`config.mk`:
```
export PLATFORM = sky130hd
export DESIGN_NAME = mux_serializer_ctrl_flat
export DESIGN_NICKNAME = d
export VERILOG_FILES = /design/src/rtl/mux_ser_pkg.sv /design/src/rtl/mux_serializer_ctrl_if.sv /design/src/rtl/mux_sel_counter.sv /design/src/rtl/mux_serializer_ctrl.sv /design/src/flat_wrapper.sv
export SDC_FILE = /design/constraint.sdc
export NUM_CORES = 1
export LEC_CHECK = 0
export ABC_AREA = 1
export CAP_MARGIN = 20
export CORE_MARGIN = 2
export CORE_UTILIZATION = 45
export CTS_CLUSTER_DIAMETER = 120
export CTS_CLUSTER_SIZE = 8
export DETAILED_ROUTE_END_ITERATION = 10
export GPL_TIMING_DRIVEN = 0
export PLACE_DENSITY = 0.85
export SYNTH_ARGS = -nofsm -noshare
export SYNTH_HDL_FRONTEND = slang
export SYNTH_HIERARCHICAL = 1
export SYNTH_SLANG_ARGS = --single-unit
```
`constraint.sdc`:
```
create_clock -name clk -period 1.72 [get_ports clk]
set_clock_uncertainty 0.05 [all_clocks]
set_input_delay 0.344 -clock clk [delete_from_list [all_inputs] [get_ports clk]]
set_output_delay 0.344 -clock clk [all_outputs]
set_load 0.03 [all_outputs]
```
`src/rtl/mux_ser_pkg.sv`:
```
// rtl/mux_ser_pkg.sv - shared types and constants for the mux serializer control slice
// Contents: state_t (fixed 2-bit encoding), DEFAULT_SEL_W, first_sel/last_sel helpers.
// Optional feature macro used by the slice: MUX_SER_PARITY_EN (ST_PARITY is only reached with it).
package mux_ser_pkg;

    typedef enum logic [1:0] {
        ST_IDLE   = 2'd0,
        ST_SHIFT  = 2'd1,
        ST_PARITY = 2'd2,
        ST_DONE   = 2'd3
    } state_t;

    localparam int DEFAULT_SEL_W = 3;

    // Channel visited first in a frame for the given scan direction.
    function automatic int first_sel(input int sel_w, input bit msb_first);
        return msb_first ? ((1 << sel_w) - 1) : 0;
    endfunction

    // Channel visited last; reaching it ends the data phase.
    function automatic int last_sel(input int sel_w, input bit msb_first);
        return msb_first ? 0 : ((1 << sel_w) - 1);
    endfunction

endpackage

```
`src/rtl/mux_serializer_ctrl_if.sv`:
```
// rtl/mux_serializer_ctrl_if.sv - handshake, mux-side and serial-side signals of the serializer
// Modports:
//   slave  - the serializer: takes start/din/y_in, drives ready/a_out/sel/ser_out/ser_valid/done
//   master - the upstream producer/consumer: drives start/din, observes everything else
//   mux    - the mux_8to1 hookup: reads a_out/sel, drives y_in
interface mux_serializer_ctrl_if import mux_ser_pkg::*; #(
    parameter int SEL_W = DEFAULT_SEL_W
);
    localparam int N = 1 << SEL_W;

    logic             start;
    logic [N-1:0]     din;
    logic             ready;
    logic [N-1:0]     a_out;
    logic [SEL_W-1:0] sel;
    logic             y_in;
    logic             ser_out;
    logic             ser_valid;
    logic             done;

    modport slave (
        input  start, din, y_in,
        output ready, a_out, sel, ser_out, ser_valid, done
    );

    modport master (
        output start, din,
        input  ready, a_out, sel, y_in, ser_out, ser_valid, done
    );

    modport mux (
        input  a_out, sel,
        output y_in
    );

endinterface

```
`src/rtl/mux_sel_counter.sv`:
```
// rtl/mux_sel_counter.sv - up/down channel-select counter with load, enable and terminal flag
// Ports: clk, rst_n (sync, active low), load (jump to first channel), en (step one channel),
//        cnt[SEL_W-1:0] current channel, tc (cnt is the last channel of the scan).
module mux_sel_counter import mux_ser_pkg::*; #(
    parameter int SEL_W = DEFAULT_SEL_W,
    parameter bit DOWN  = 1'b0
) (
    input  logic             clk,
    input  logic             rst_n,
    input  logic             load,
    input  logic             en,
    output logic [SEL_W-1:0] cnt,
    output logic             tc
);

    localparam logic [SEL_W-1:0] FIRST = SEL_W'(first_sel(SEL_W, DOWN));
    localparam logic [SEL_W-1:0] LAST  = SEL_W'(last_sel(SEL_W, DOWN));
    localparam logic [SEL_W-1:0] ONE   = SEL_W'(1);

    // Terminal value is compared explicitly so the counter never wraps.
    assign tc = (cnt == LAST);

    always_ff @(posedge clk) begin
        if (!rst_n) begin
            cnt <= '0;
        end else if (load) begin
            cnt <= FIRST;
        end else if (en && !tc) begin
            cnt <= DOWN ? (cnt - ONE) : (cnt + ONE);
        end
    end

endmodule

```
`src/rtl/mux_serializer_ctrl.sv`:
```
// rtl/mux_serializer_ctrl.sv - parallel-to-serial control stage driving an external mux_8to1
// Ports: clk, rst_n (sync, active low), bus (mux_serializer_ctrl_if.slave):
//   start/din  - frame request and word, taken while ready=1
//   ready      - high in IDLE
//   a_out/sel  - held word and channel select to the mux; y_in is the mux output
//   ser_out    - registered serial bit, ser_valid marks frame bits
//   done       - one-cycle pulse after the last frame bit
// Macro MUX_SER_PARITY_EN appends an even-parity bit to every frame.
module mux_serializer_ctrl import mux_ser_pkg::*; #(
    parameter int SEL_W     = DEFAULT_SEL_W,
    parameter bit MSB_FIRST = 1'b0
) (
    input  logic                  clk,
    input  logic                  rst_n,
    mux_serializer_ctrl_if.slave  bus
);

    localparam int N = 1 << SEL_W;

    state_t           state;
    logic [N-1:0]     a_q;
    logic             ser_q;
    logic             valid_q;
    logic             done_q;
    logic [SEL_W-1:0] sel_q;
    logic             cnt_tc;
    logic             accept;
    logic             cnt_en;

    // A frame is taken in IDLE, or on the closing DONE edge when start is
    // still held, which keeps back-to-back frames at N+2 cycles apart.
    assign accept = bus.start &&
                    ((state == ST_IDLE) || ((state == ST_DONE) && done_q));
    assign cnt_en = (state == ST_SHIFT);

    mux_sel_counter #(
        .SEL_W (SEL_W),
        .DOWN  (MSB_FIRST)
    ) u_sel_counter (
        .clk   (clk),
        .rst_n (rst_n),
        .load  (accept),
        .en    (cnt_en),
        .cnt   (sel_q),
        .tc    (cnt_tc)
    );

    always_ff @(posedge clk) begin
        if (!rst_n) begin
            state   <= ST_IDLE;
            a_q     <= '0;
            ser_q   <= 1'b0;
            valid_q <= 1'b0;
            done_q  <= 1'b0;
        end else begin
            case (state)
                ST_IDLE: begin
                    valid_q <= 1'b0;
                    done_q  <= 1'b0;
                    if (bus.start) begin
                        a_q   <= bus.din;
                        state <= ST_SHIFT;
                    end
                end
                ST_SHIFT: begin
                    // y_in reflects the channel selected during this cycle.
                    ser_q   <= bus.y_in;
                    valid_q <= 1'b1;
                    if (cnt_tc) begin
`ifdef MUX_SER_PARITY_EN
                        state <= ST_PARITY;
`else
                        state <= ST_DONE;
`endif
                    end
                end
`ifdef MUX_SER_PARITY_EN
                ST_PARITY: begin
                    ser_q   <= ^a_q;
                    valid_q <= 1'b1;
                    state   <= ST_DONE;
                end
`endif
                ST_DONE: begin
                    // Two cycles: the first edge raises done, the second
                    // clears it and either returns to IDLE or chains a frame.
                    valid_q <= 1'b0;
                    if (!done_q) begin
                        done_q <= 1'b1;
                    end else begin
                        done_q <= 1'b0;
                        if (bus.start) begin
                            a_q   <= bus.din;
                            state <= ST_SHIFT;
                        end else begin
                            state <= ST_IDLE;
                        end
                    end
                end
                default: begin
                    state <= ST_IDLE;
                end
            endcase
        end
    end

    assign bus.ready     = (state == ST_IDLE);
    assign bus.a_out     = a_q;
    assign bus.sel       = sel_q;
    assign bus.ser_out   = ser_q;
    assign bus.ser_valid = valid_q;
    assign bus.done      = done_q;

endmodule

```
`src/flat_wrapper.sv`:
```
// flat-port wrapper written by rule: the top's interface ports become plain ports
module mux_serializer_ctrl_flat import mux_ser_pkg::*;
#(
    parameter int SEL_W     = DEFAULT_SEL_W,
    parameter bit MSB_FIRST = 1'b0
)
  (clk, rst_n, bus_start, bus_din, bus_y_in, bus_ready, bus_a_out, bus_sel, bus_ser_out, bus_ser_valid, bus_done);
  mux_serializer_ctrl_if #(.SEL_W(SEL_W)) bus_i ();
  input  logic clk;
  input  logic rst_n;
  input wire logic [$bits(bus_i.start)-1:0] bus_start;
  input wire logic [$bits(bus_i.din)-1:0] bus_din;
  input wire logic [$bits(bus_i.y_in)-1:0] bus_y_in;
  output wire logic [$bits(bus_i.ready)-1:0] bus_ready;
  output wire logic [$bits(bus_i.a_out)-1:0] bus_a_out;
  output wire logic [$bits(bus_i.sel)-1:0] bus_sel;
  output wire logic [$bits(bus_i.ser_out)-1:0] bus_ser_out;
  output wire logic [$bits(bus_i.ser_valid)-1:0] bus_ser_valid;
  output wire logic [$bits(bus_i.done)-1:0] bus_done;
  assign bus_i.start = bus_start;
  assign bus_i.din = bus_din;
  assign bus_i.y_in = bus_y_in;
  assign bus_ready = bus_i.ready;
  assign bus_a_out = bus_i.a_out;
  assign bus_sel = bus_i.sel;
  assign bus_ser_out = bus_i.ser_out;
  assign bus_ser_valid = bus_i.ser_valid;
  assign bus_done = bus_i.done;
  mux_serializer_ctrl #(.SEL_W(SEL_W), .MSB_FIRST(MSB_FIRST)) u_core (.clk(clk), .rst_n(rst_n), .bus(bus_i));
endmodule
```
=== Word level (Yosys, flattened, before mapping) ===
Cells that the tools add are included.

* Mux-type cells: 11
* Reductions and logical operators: 12
* Bitwise gates (word level): 1
* Equality and inequality tests: 6
* Add/subtract/negate cells: 1

{| class="wikitable"
|+ Operators with widths
! kind !! number
|-
| 8-bit 2-to-1 mux || 2
|-
| 8-bit case mux with 2 select lines || 1
|-
| 2-bit 2-to-1 mux || 3
|-
| 2-bit case mux with 3 select lines || 1
|-
| 2-bit by 1-bit inequality test with 1-bit output (second input constant) || 2
|-
| 1-bit case mux with 2 select lines || 2
|-
| 2-bit nonzero test || 2
|-
| 2-bit OR reduction || 2
|-
| 3-bit by 1-bit adder with 3-bit output (second input constant) || 1
|-
| 3-bit equality test (second input constant) || 1
|-
| 1-bit logical AND || 3
|-
| 3-bit AND reduction || 1
|-
| 2-bit by 1-bit equality test with 1-bit output (second input constant) || 1
|-
| 2-bit equality test (second input constant) || 1
|-
| 2-bit logical NOT || 1
|-
| 1-bit 2-to-1 mux || 2
|-
| 2-bit inequality test (second input constant) || 1
|-
| 2-bit AND reduction || 1
|-
| 1-bit logical NOT || 1
|-
| 1-bit logical OR || 1
|-
| 1-bit NOT || 1
|}

* Output and inout bits: 15
* Flip-flop bits (word level): 16
* Logic and storage cells: 37
* Bits of input ports: 12

=== Depth between registers and ports, before layout ===
Gate-level depths: netlist (run 1).

* Word-level depth: 5
* Mapped depth: 8
* Depth with buffers taken out: 8

=== Modules after synthesis ===
Netlist (run 1), hierarchy kept.

{| class="wikitable"
|+ Modules (own cells, without submodules)
! module !! area each (um^2) !! times used !! cells an instance !! sequential area each (um^2)
|-
| mux_serializer_ctrl || 699.4 || 1 || 98 || 260.2
|-
| mux_sel_counter || 162.7 || 1 || 24 || 60.1
|}

=== Worst setup path after synthesis (run 1) ===
OpenSTA, ideal clock, no wires.

* Path type: reg2reg
* From: register u_core.u_sel_counter.cnt[0]
* To: register u_core.state[0]
* Required time: 1600 ps
* Period minus slack after synthesis: 1433 ps
* Arrival time: 1314 ps
* Buffers on the path: 0
* Path slack: 287 ps
* Setup time: 70 ps
* Cell stages (with the launch flop): 9
* Cells stage by stage: dfxtp_1 -> ha_1 -> ha_1 -> inv_1 -> nand2_1 -> inv_1 -> nor2_1 -> nand2_1 -> a21oi_1

* Cells in the longest elaborated chain, start to end: 3

{| class="wikitable"
|+ Ends and longest elaborated chain
! item !! RTL line !! source
|-
| from (decl) || mux_sel_counter.sv:12 || <nowiki>output logic [SEL_W-1:0] cnt,</nowiki>
|-
| from (signal assigned) || mux_sel_counter.sv:29 || <nowiki>cnt <= DOWN ? (cnt - ONE) : (cnt + ONE);</nowiki>
|-
| 3-bit equality test || mux_sel_counter.sv:21 || <nowiki>assign tc = (cnt == LAST);</nowiki>
|-
| named net u_core.cnt_tc || mux_serializer_ctrl.sv:26 || <nowiki>logic cnt_tc;</nowiki>
|-
| 2-bit by 1-bit inequality test with 1-bit output (no source line) || - ||
|-
| 3-bit AND reduction (no source line) || - ||
|-
| to (signal assigned) || mux_serializer_ctrl.sv:50 || <nowiki>state <= ST_IDLE;</nowiki>
|-
| to (signal assigned) || mux_serializer_ctrl.sv:62 || <nowiki>state <= ST_SHIFT;</nowiki>
|-
| to (signal assigned) || mux_serializer_ctrl.sv:73 || <nowiki>state <= ST_DONE;</nowiki>
|-
| to (decl) || mux_serializer_ctrl.sv:20 || <nowiki>state_t state;</nowiki>
|}

The timed path passes the listed nets, and every way through them passes these cells.
A chain may end at the register's enable or synchronous reset.

=== Final worst setup path (run 1) ===
* From: register u_core.state[0]
* To: output port bus_ready

* Cells in the longest elaborated chain, start to end: 1

{| class="wikitable"
|+ Ends and longest elaborated chain
! item !! RTL line !! source
|-
| 2-bit logical NOT || mux_serializer_ctrl.sv:107 || <nowiki>assign bus.ready = (state == ST_IDLE);</nowiki>
|-
| to (decl) || flat_wrapper.sv:14 || <nowiki>output wire logic [$bits(bus_i.ready)-1:0] bus_ready;</nowiki>
|}

No other way between the ends.

==> summary.md, run 1 <==
| Metric | Value |
|---|---|
| Result of the run | `finished, final reports clean` |
| Clock tree sinks | `16` |
| Clock-pin slew on the worst setup and hold paths | `0.09 ns` |
| Number of cells on the worst reg-to-reg path | `8` |
| Max-cap check violation count | `0` |
| Post-synthesis register bit count | `16` |
| CP endpoint | `bus_ready` |
| Pin count of the biggest net entering global routing | `11` |
| Buffer cell driving the clock tree root | `sky130_fd_sc_hd__clkbuf_4` |
| IR Drop Worst-Case VDD | `0.0008111 V` |
| Most area-hungry cell type in the Yosys netlist | `sky130_fd_sc_hd__dfxtp_1` |
| Count of unique library cells instantiated by Yosys | `16` |
| CTS H-tree lvls | `1` |
| Class of the tightest hold or removal check | `flop to flop` |
| Final hold vios | `0` |
| Max Buffers Root-to-Sink | `2` |
| Floorplan row count | `15` |
| Number of top-level design ports | `27` |
| Clock network power share | `13.3%` |
| Reg2reg end | `u_core/state[0]` |
| Slew @ Worst Pin | `0.3237 ns` |
| Synth Cell Area | `862.1 um2` |
| Post-route met1 wirelength | `816 um` |
| Final routed wirelength across all metal layers | `between 1.5 and 2 mm` |
| Top routing layer in use | `met4` |
| Setup repair after global routing missed its margin | `no` |
| Most used DFF post-synth | `sky130_fd_sc_hd__dfxtp_1` |
| Number of max-slew violations in the final report | `0` |
| # hold bufs at CTS | `0` |
| Final routed wire length divided by cell count | `10.77 um` |
| Net Count, Synth | `between 100 and 150` |
| Die area | `0.002282 mm2` |
| Met2 routed WL | `slightly below 1 mm` |
| Worst rel slew slack | `78.38%` |
| Worst slack on hold paths | `roughly 0.4 ns` |
| DRC viols | `0` |
| Comb pwr share | `55.2%` |
| Area of the multi-input gates | `~420 um2` |
| Number of antenna violations at the first check in global routing | `0` |
| Startpoint class of the critical path | `flop` |
| Cell count after synthesis | `between 100 and 150` |
| Number of optimization iterations in the first detailed-route pass | `4` |
| Routed Antenna Nets | `0` |
| Clock tree from TritonCTS | `done` |
| Worst setup path startpoint | `u_core/state[0]` |
| Area share of the largest cell type after synthesis | `37.16%` |
| CTS Buf Count | `3` |
| Commonest cells in the netlist | `sky130_fd_sc_hd__nand2_1, sky130_fd_sc_hd__inv_1, sky130_fd_sc_hd__dfxtp_1, sky130_fd_sc_hd__nor2_1, sky130_fd_sc_hd__a21oi_1` |
| Number of synthesized flops with an enable pin | `0` |
| Largest cells by area after synthesis | `sky130_fd_sc_hd__dfxtp_1, sky130_fd_sc_hd__ha_1, sky130_fd_sc_hd__nand2_1` |
| Met3 wire length | `104 um` |
| Initial core utilization | `48.87%` |
| Design internal power | `1.013 mW` |
| Iter 0 DRT Violations | `23` |
| Overflow after GRT | `0` |
| Required @ worst endpoint | `1.33 ns` |
| Count of buffers from port buffering | `26` |
| Diode insertion count for antenna repair | `0` |
| Largest fanout on the critical path | `6` |
| Wire length of the first global-routing pass | `2.891 mm` |
| Nets@finish | `173` |
| Vertical die dimension | `47.77 um` |
| Reg-to-reg critical path startpoint | `u_core/u_sel_counter/cnt[0]` |
| Leakage power total | `0.7513 nW` |
| Final GP Congestion | `between 0.8 and 0.9` |
| Power share of the sequential group | `roughly a third` |
| Total half-perimeter wirelength after legalization and detailed placement | `1.418 mm` |
| Number of warnings printed during yosys synthesis | `6` |
| Fin crit period | `1.584 ns` |
| Final setup fails | `0` |
| Switching power summed over all nets | `between 800 and 900 uW` |
| Async set or reset register ratio after synthesis | `0%` |
| Fraction of final layout cells sized beyond drive strength 1 | `9.868%` |
| Clock latency at the later pin of the worst-skew pair | `approximately 0.27 ns` |
| Crit. End Element | `primary output` |
| Minimum setup slack among reg-to-reg paths | `0.26 ns` |
| Cell with the most instances after synthesis | `sky130_fd_sc_hd__nand2_1` |
| P&R area growth vs syn | `40.49%` |
| Power per standard cell area | `1500 mW/mm2` |
| Maximum frequency from static timing analysis | `0.6312 GHz` |
| Share of the clock period used by the worst path | `92.12%` |
| Critical path arrival | `between 1 and 1.5 ns` |
| Sequential fraction of the synthesis area | `37.16%` |
| Final core utilization | `roughly two thirds` |
| Number of global-route vias before repair | `701` |
| Switching Fraction | `44.23%` |
| FF+latch area | `322.8 um2` |
| Ratio of routed vias to standard cells | `4.774` |
| Mean area per synthesized cell | `7.066 um2` |
| Fill cell total of the finished layout | `175` |
| Total Routing Usage GR | `approximately 18%` |
| Via count | `roughly 850` |
| Core Region | `approximately 0.0018 mm2` |
| Crit Path Class | `flop to primary output` |
| Die X-Extent | `47.77 um` |
## cells by family after synthesis
kind of cell	after synthesis	synth area share [%]
AO/OA/AOI/OAI	18	12.19
AND/OR/NAND/NOR	53	25.40
flip-flops	16	37.16
adder cells (fa/ha/maj)	8	11.61
buffers and inverters	27	13.64
## placed cells by master (no fill, tap or decap)
| master | synthesis | final |
|---|---|---|
| sky130_fd_sc_hd__a211oi_1 | 1 | 1 |
| sky130_fd_sc_hd__a21oi_1 | 13 | 13 |
| sky130_fd_sc_hd__buf_2 | 1 | 2 |
| sky130_fd_sc_hd__buf_6 | 2 | 2 |
| sky130_fd_sc_hd__clkbuf_4 | 0 | 3 |
| sky130_fd_sc_hd__clkbuf_8 | 0 | 1 |
| sky130_fd_sc_hd__clkdlybuf4s50_1 | 0 | 11 |
| sky130_fd_sc_hd__dfxtp_1 | 16 | 14 |
| sky130_fd_sc_hd__dfxtp_2 | 0 | 2 |
| sky130_fd_sc_hd__dlygate4sd2_1 | 0 | 3 |
| sky130_fd_sc_hd__dlymetal6s2s_1 | 0 | 11 |
| sky130_fd_sc_hd__ha_1 | 8 | 8 |
| sky130_fd_sc_hd__inv_1 | 22 | 22 |
| sky130_fd_sc_hd__inv_2 | 2 | 2 |
| sky130_fd_sc_hd__nand2_1 | 23 | 23 |
| sky130_fd_sc_hd__nand2_2 | 1 | 1 |
| sky130_fd_sc_hd__nand3_1 | 12 | 12 |
| sky130_fd_sc_hd__nor2_1 | 16 | 16 |
| sky130_fd_sc_hd__nor2_2 | 1 | 1 |
| sky130_fd_sc_hd__o21ai_0 | 2 | 2 |
| sky130_fd_sc_hd__o21ai_4 | 1 | 1 |
| sky130_fd_sc_hd__o22ai_1 | 1 | 1 |
## metal layers
layer  up-vias  global-route usage (%)
met5         -                       0
met4         0                   5.946
met3         2                   3.774
met2        25                   31.47
met1       383                   21.48
li1        435                       -
## timing repair
action,in CTS,in global routing
resized for setup,7,14
setup buffers,0,0
endpoints found under the setup margin,4,12
## flip-flops by register name (all words and copies together), names as in the netlist
signal                    flops
u_core/bus.done               1
u_core/bus.ser_out            1
u_core/state                  2
u_core/u_sel_counter/cnt      3
u_core/bus.a_out              8
u_core/bus.ser_valid          1
## through the flow
step / instances / area (um2) / setup WS [ns] / setup TNS, ns / power, mW
final: 177 / 1211 / 0.1356 / 0 / 1.817
after global placement: 173 / 1154 / -0.02225 / -0.02225 / 1.580
after global routing: 177 / 1211 / 0.06069 / 0 / 1.963
after detailed placement: 173 / 1154 / -0.03842 / -0.03842 / 1.617
after floorplan: 122 / 862.1 / 0.2865 / 0 / 1.263
after CTS: 177 / 1189 / 0.01194 / 0 / 1.854
## worst min path at each step
stage | startpoint | endpoint | slack (ns) | depth (start not counted)
2_1_floorplan | bus_y_in | u_core/bus.ser_out | 0.42 | 2
3_3_place_gp | u_core/bus.ser_valid | u_core/bus.ser_valid | 0.38 | 2
3_5_place_dp | u_core/bus.ser_valid | u_core/bus.ser_valid | 0.39 | 2
4_1_cts | u_core/bus.ser_valid | u_core/bus.ser_valid | 0.41 | 2
5_1_grt | u_core/bus.ser_valid | u_core/bus.ser_valid | 0.45 | 2
6_report | u_core/bus.ser_valid | u_core/bus.ser_valid | 0.40 | 2
## power groups by stage
stage / Sequential (mW) / Combinational, mW / Clock (mW)
final: 0.572 / 1.00 / 0.242
after global routing: 0.590 / 1.10 / 0.271
after CTS: 0.576 / 1.02 / 0.256
after detailed placement: 0.583 / 1.03 / 0
after global placement: 0.576 / 1.00 / 0
after floorplan: 0.790 / 0.472 / 0
## worst max-delay path: stages (launching register included)
cell                      delay [ns]
sky130_fd_sc_hd__dfxtp_2        0.39
sky130_fd_sc_hd__inv_1          0.10
sky130_fd_sc_hd__ha_1           0.24
sky130_fd_sc_hd__buf_2          0.19
## area by class of cell
type,instances,area share [%]
Buffer,3,2.273
Clock buffer,4,2.996
Inverter,24,7.438
Multi-Input combinational cell,79,35.02
Sequential cell,16,26.65
Tap cell,25,2.583
Timing Repair Buffer,26,23.04
(Power assumes the default switching activity.)
==> run 2, diff against run 1 <==
GPL_TIMING_DRIVEN = 1   (was 0)
==> summary.md, run 2 (synthesis gave the netlist of run 1 again) <==
| Metric | Value |
|---|---|
| Overflow after GRT | `0` |
| CP endpoint | `bus_ready` |
| Vertical die dimension | `47.77 um` |
| Crit Path Class | `flop to primary output` |
| Number of max-slew violations in the final report | `0` |
| Iter 0 DRT Violations | `12` |
| Clock latency at the later pin of the worst-skew pair | `0.28 ns` |
| Final routed wirelength across all metal layers | `1.849 mm` |
| Total power consumption of the routed design | `1.821 mW` |
| Setup repair bufs after CTS | `0` |
| Crit. End Element | `primary output` |
| Minimum setup slack among reg-to-reg paths | `0.20 ns` |
| Maximum frequency from static timing analysis | `0.6535 GHz` |
| Worst setup path startpoint | `u_core/state[1]` |
| Share of the clock period used by the worst path | `88.97%` |
| Ratio of routed vias to standard cells | `around 4.7` |
| Startpoint class of the critical path | `flop` |
| Commonest non-fill, non-tap cells in the layout | `sky130_fd_sc_hd__nand2_1, sky130_fd_sc_hd__inv_1, sky130_fd_sc_hd__nor2_1, sky130_fd_sc_hd__dfxtp_1, sky130_fd_sc_hd__a21oi_1` |
| IR Drop Worst-Case VDD | `0.001022 V` |
| P&R area growth vs syn | `40.49%` |
| Max-cap check violation count | `0` |
| Count of buffers from port buffering | `26` |
| Met3 demand-to-capacity share in global routing | `around 3.4%` |
| Power per standard cell area | `1504 mW/mm2` |
| Number of antenna violations at the first check in global routing | `0` |
| Clock-pin slew on the worst setup and hold paths | `0.09 ns` |
| Final GP Congestion | `0.8218` |
| Worst rel slew slack | `about three quarters` |
| Max Buffers Root-to-Sink | `2` |
| Leakage power total | `0.7540 nW` |
| DRC viols | `0` |
| Final hold vios | `0` |
| Final setup fails | `0` |
| Reg2reg end | `u_core/state[0]` |
| CTS Buf Count | `3` |
| Largest fanout on the critical path | `4` |
| Total Routing Usage GR | `17.92%` |
| Floorplan row count | `15` |
| Buffer cell driving the clock tree root | `sky130_fd_sc_hd__clkbuf_4` |
| Core Region | `0.001764 mm2` |
| Clock tree sinks | `16` |
| Wire length of the first global-routing pass | `roughly 2.9 mm` |
| Clock tree from TritonCTS | `done` |
| GR met2 Demand/Resource | `31.47%` |
| Class of the tightest hold or removal check | `flop to flop` |
| Diode insertion count for antenna repair | `0` |
| Required @ worst endpoint | `approximately 1.3 ns` |
| Number of global-route vias before repair | `742` |
| Fraction of final layout cells sized beyond drive strength 1 | `9.150%` |
| Global-route met1 utilization | `20.92%` |
| Final core utilization | `68.65%` |
| Placed instance count | `174` |
| Routed Antenna Nets | `0` |
| Pin count of the biggest net entering global routing | `19` |
| Critical path arrival | `~1.1 ns` |
| Total negative setup slack | `0 ns` |
| Nets@finish | `~170` |
| Reg-to-reg critical path startpoint | `u_core/state[0]` |
| Most frequent standard cell in the layout excluding fill and tap cells | `sky130_fd_sc_hd__nand2_1` |
| Number of optimization iterations in the first detailed-route pass | `4` |
| Via count | `831` |
| Total half-perimeter wirelength after legalization and detailed placement | `1.384 mm` |
| Initial core utilization | `48.87%` |
| Non-Filler Instances | `around 180` |
| PnR worst setup slack | `0.1897 ns` |
| # hold bufs at CTS | `0` |
| Setup repair after global routing missed its margin | `no` |
| Final routed wire length divided by cell count | `10.39 um` |
| Die area | `0.002282 mm2` |
| Slew @ Worst Pin | `about 0.4 ns` |
| Die X-Extent | `about 48 um` |
| Fin crit period | `1.530 ns` |
| Number of top-level design ports | `27` |
| Most used routing layer in global routing | `met2` |
| CTS H-tree lvls | `1` |
| Number of cells on the worst reg-to-reg path | `7` |
| Worst slack at placement | `0.03964 ns` |
| Result of the run | `finished, final reports clean` |
| Max FFs per register | `8` |
## run 2: final cells by class
cell class,count,area [um2]
fill,164,553.0
sequential,16,320.3
tap,25,31.28
inverter,24,90.09
multi-input combinational,79,424.2
timing repair buffer,30,309.0
clock buffer,4,36.28
## run 2: layer usage
metal  wire length (um)  up-vias
li1                   -      441
met1                799      363
met2                929       25
met3                105        2
met4                 14        0
met5                  0        -
## run 2: power breakdown
group | switching (mW) | internal (mW)
sequential | 0.0639 | 0.494
combinational | 0.619 | 0.395
clock | 0.121 | 0.129
total | 0.803 | 1.02
## run 2: timing repair
action	CTS	global route
endpoints found under the setup margin	4	12
resized for setup	4	13
endpoints found under the hold margin	0	0
## run 2: how the worst min path moves through the flow
stage | endpoint | cells past startpoint | slack [ns] | from
floorplan | u_core/bus.ser_out | 2 | 0.42 | bus_y_in
global placement | u_core/bus.ser_valid | 2 | 0.39 | u_core/bus.ser_valid
detailed placement | u_core/bus.ser_valid | 2 | 0.39 | u_core/bus.ser_valid
CTS | u_core/bus.ser_valid | 2 | 0.41 | u_core/bus.ser_valid
global route | u_core/bus.ser_valid | 2 | 0.45 | u_core/bus.ser_valid
finish | u_core/bus.ser_valid | 2 | 0.40 | u_core/bus.ser_valid
## run 2: metrics by stage
step	hold slack, ns	instance area [um2]
floorplan	0.4211	862.1
global placement	0.3854	1156
detailed placement	0.3920	1156
CTS	0.4051	1187
global route	0.4457	1211
finish	0.3958	1211
## run 2: critical path, cell delays in order, from the launching register on
cell                       delay (ns)
sky130_fd_sc_hd__dfxtp_1         0.38
sky130_fd_sc_hd__inv_1           0.08
sky130_fd_sc_hd__ha_1            0.21
sky130_fd_sc_hd__clkbuf_2        0.19
==> run 3, diff against run 2 <==
--- a/constraint.sdc
+++ b/constraint.sdc
@@ -3,3 +3,3 @@
 set_input_delay 0.344 -clock clk [delete_from_list [all_inputs] [get_ports clk]]
 set_output_delay 0.344 -clock clk [all_outputs]
-set_load 0.03 [all_outputs]
+set_load 0.01 [all_outputs]
==> summary.md, run 3 (synthesis gave the netlist of run 1 again) <==
| Metric | Value |
|---|---|
| Max FFs per register | `8` |
| # hold bufs at CTS | `0` |
| Nets@finish | `172` |
| Die X-Extent | `47.77 um` |
| Most frequent standard cell in the layout excluding fill and tap cells | `sky130_fd_sc_hd__clkdlybuf4s50_1` |
| IR Drop Worst-Case VDD | `slightly below 0.0009 V` |
| Iter 0 DRT Violations | `12` |
| Ratio of routed vias to standard cells | `4.750` |
| Slowest stage cell on the critical path | `sky130_fd_sc_hd__dfxtp_1` |
| Fill cell total of the finished layout | `157` |
| Clock-pin slew on the worst setup and hold paths | `0.09 ns` |
| Buffer cell driving the clock tree root | `sky130_fd_sc_hd__clkbuf_4` |
| Result of the run | `finished, final reports clean` |
| Floorplan row count | `15` |
| Total Routing Usage GR | `17.03%` |
| Class of the tightest hold or removal check | `flop to flop` |
| Slew @ Worst Pin | `0.3813 ns` |
| Crit Path Class | `flop to primary output` |
| Final routed wire length divided by cell count | `10.00 um` |
| Slowest cell delay on critical path | `0.34 ns` |
| Required @ worst endpoint | `1.33 ns` |
| Reg-to-reg critical path startpoint | `u_core/state[0]` |
| Met3 demand-to-capacity share in global routing | `between 4 and 5%` |
| Number of global-route vias before repair | `704` |
| Global-route met1 utilization | `18.94%` |
| Number of top-level design ports | `27` |
| Most used routing layer in global routing | `met2` |
| Number of antenna violations at the first check in global routing | `0` |
| Clock tree from TritonCTS | `done` |
| Final hold vios | `0` |
| Max Buffers Root-to-Sink | `2` |
| Clock latency at the later pin of the worst-skew pair | `~0.28 ns` |
| Via count | `836` |
| Total half-perimeter wirelength after legalization and detailed placement | `1.345 mm` |
| Share of the clock period used by the worst path | `94.62%` |
| Commonest non-fill, non-tap cells in the layout | `sky130_fd_sc_hd__clkdlybuf4s50_1, sky130_fd_sc_hd__nand2_1, sky130_fd_sc_hd__inv_1, sky130_fd_sc_hd__nor2_1, sky130_fd_sc_hd__dfxtp_1` |
| Initial core utilization | `between 40 and 50%` |
| Pin count of the biggest net entering global routing | `19` |
| Cells traversed along the worst timing path | `inv_1, ha_1, dlygate4sd2_1` |
| Number of max-slew violations in the final report | `0` |
| Count of buffers from port buffering | `26` |
| Overflow after GRT | `0` |
| Max-cap check violation count | `0` |
| Worst setup path startpoint | `u_core/state[0]` |
| Largest fanout on the critical path | `4` |
| Final GP Congestion | `0.7759` |
| DRC viols | `0` |
| Startpoint class of the critical path | `flop` |
| Crit. End Element | `primary output` |
| Clock tree sinks | `16` |
| Fraction of final layout cells sized beyond drive strength 1 | `8.609%` |
| Number of optimization iterations in the first detailed-route pass | `5` |
| Critical path arrival | `around 1.2 ns` |
| Fin crit period | `1.628 ns` |
| Routed Antenna Nets | `0` |
| CTS H-tree lvls | `1` |
| Power per standard cell area | `1403 mW/mm2` |
| Post-CTS Resized | `2` |
| Total negative setup slack | `0 ns` |
| Area of the multi-input gates | `424.2 um2` |
| P&R area growth vs syn | `36.57%` |
| Core Region | `0.001764 mm2` |
| Vertical die dimension | `47.77 um` |
| Setup repair bufs after CTS | `0` |
| Final setup fails | `0` |
| Wire length of the first global-routing pass | `2.718 mm` |
| CTS Buf Count | `3` |
| Hold Path Origin | `u_core/bus.ser_valid` |
| Setup repair after global routing missed its margin | `no` |
| Die area | `0.002282 mm2` |
| GR met2 Demand/Resource | `between 30% and 40%` |
| Worst rel slew slack | `74.48%` |
| Final routed wirelength across all metal layers | `1.760 mm` |
| Maximum frequency from static timing analysis | `0.6144 GHz` |
| Diode insertion count for antenna repair | `0` |
| FF+latch area | `around 320 um2` |
| Worst slack on hold paths | `0.3961 ns` |
| Leakage power total | `about 0.56 nW` |
[run 3: path summary, 6_finish.rpt]
kind                               end  slack [ns]  cells after the start
setup reg to reg       u_core/state[1]        0.18                      7
setup / recovery             bus_ready        0.09                      3
hold reg to reg   u_core/bus.ser_valid        0.40                      2
hold / removal    u_core/bus.ser_valid        0.40                      2
[run 3: metrics by stage]
| stage | total power [mW] | worst slack [ns] | cell area (um2) | std cells | util, % |
|---|---|---|---|---|---|
| 2_1_floorplan | 1.077 | 0.4055 | 862.1 | 122 | - |
| 3_3_place_gp | 1.387 | 0.1080 | 1141 | 172 | 64.68 |
| 3_5_place_dp | 1.420 | 0.05794 | 1141 | 172 | 64.68 |
| 4_1_cts | 1.664 | 0.03828 | 1176 | 176 | 66.67 |
| 5_1_grt | 1.792 | 0.03174 | 1177 | 176 | 66.74 |
| 6_report | 1.652 | 0.09250 | 1177 | 176 | 66.74 |
[run 3: metal layers]
metal  wire [um]  share of wire [%]  up-vias
met5           0                  0        -
met4          12               0.68        0
met3          76                4.3        2
met2         850                 48       19
met1         821                 47      380
li1            -                  -      435
[run 3: power breakdown]
group	switching [mW]	internal (mW)
clock network	0.117	0.129
logic	0.431	0.408
registers	0.0709	0.496
total	0.619	1.03
[run 3: critical path: cells and delay by family (launching register included)]
kind	cells	cell delay, ns
buffers and inverters	2	0.38
flip-flops	1	0.34
adder cells (fa/ha/maj)	1	0.23
[run 3: final cells by class]
| cell class | count | area share (%) |
|---|---|---|
| Multi-Input combinational cell | 79 | 36.03 |
| Timing Repair Buffer | 28 | 23.27 |
| Clock buffer | 4 | 3.082 |
| Inverter | 24 | 7.651 |
| Tap cell | 25 | 2.657 |
| Sequential cell | 16 | 27.31 |
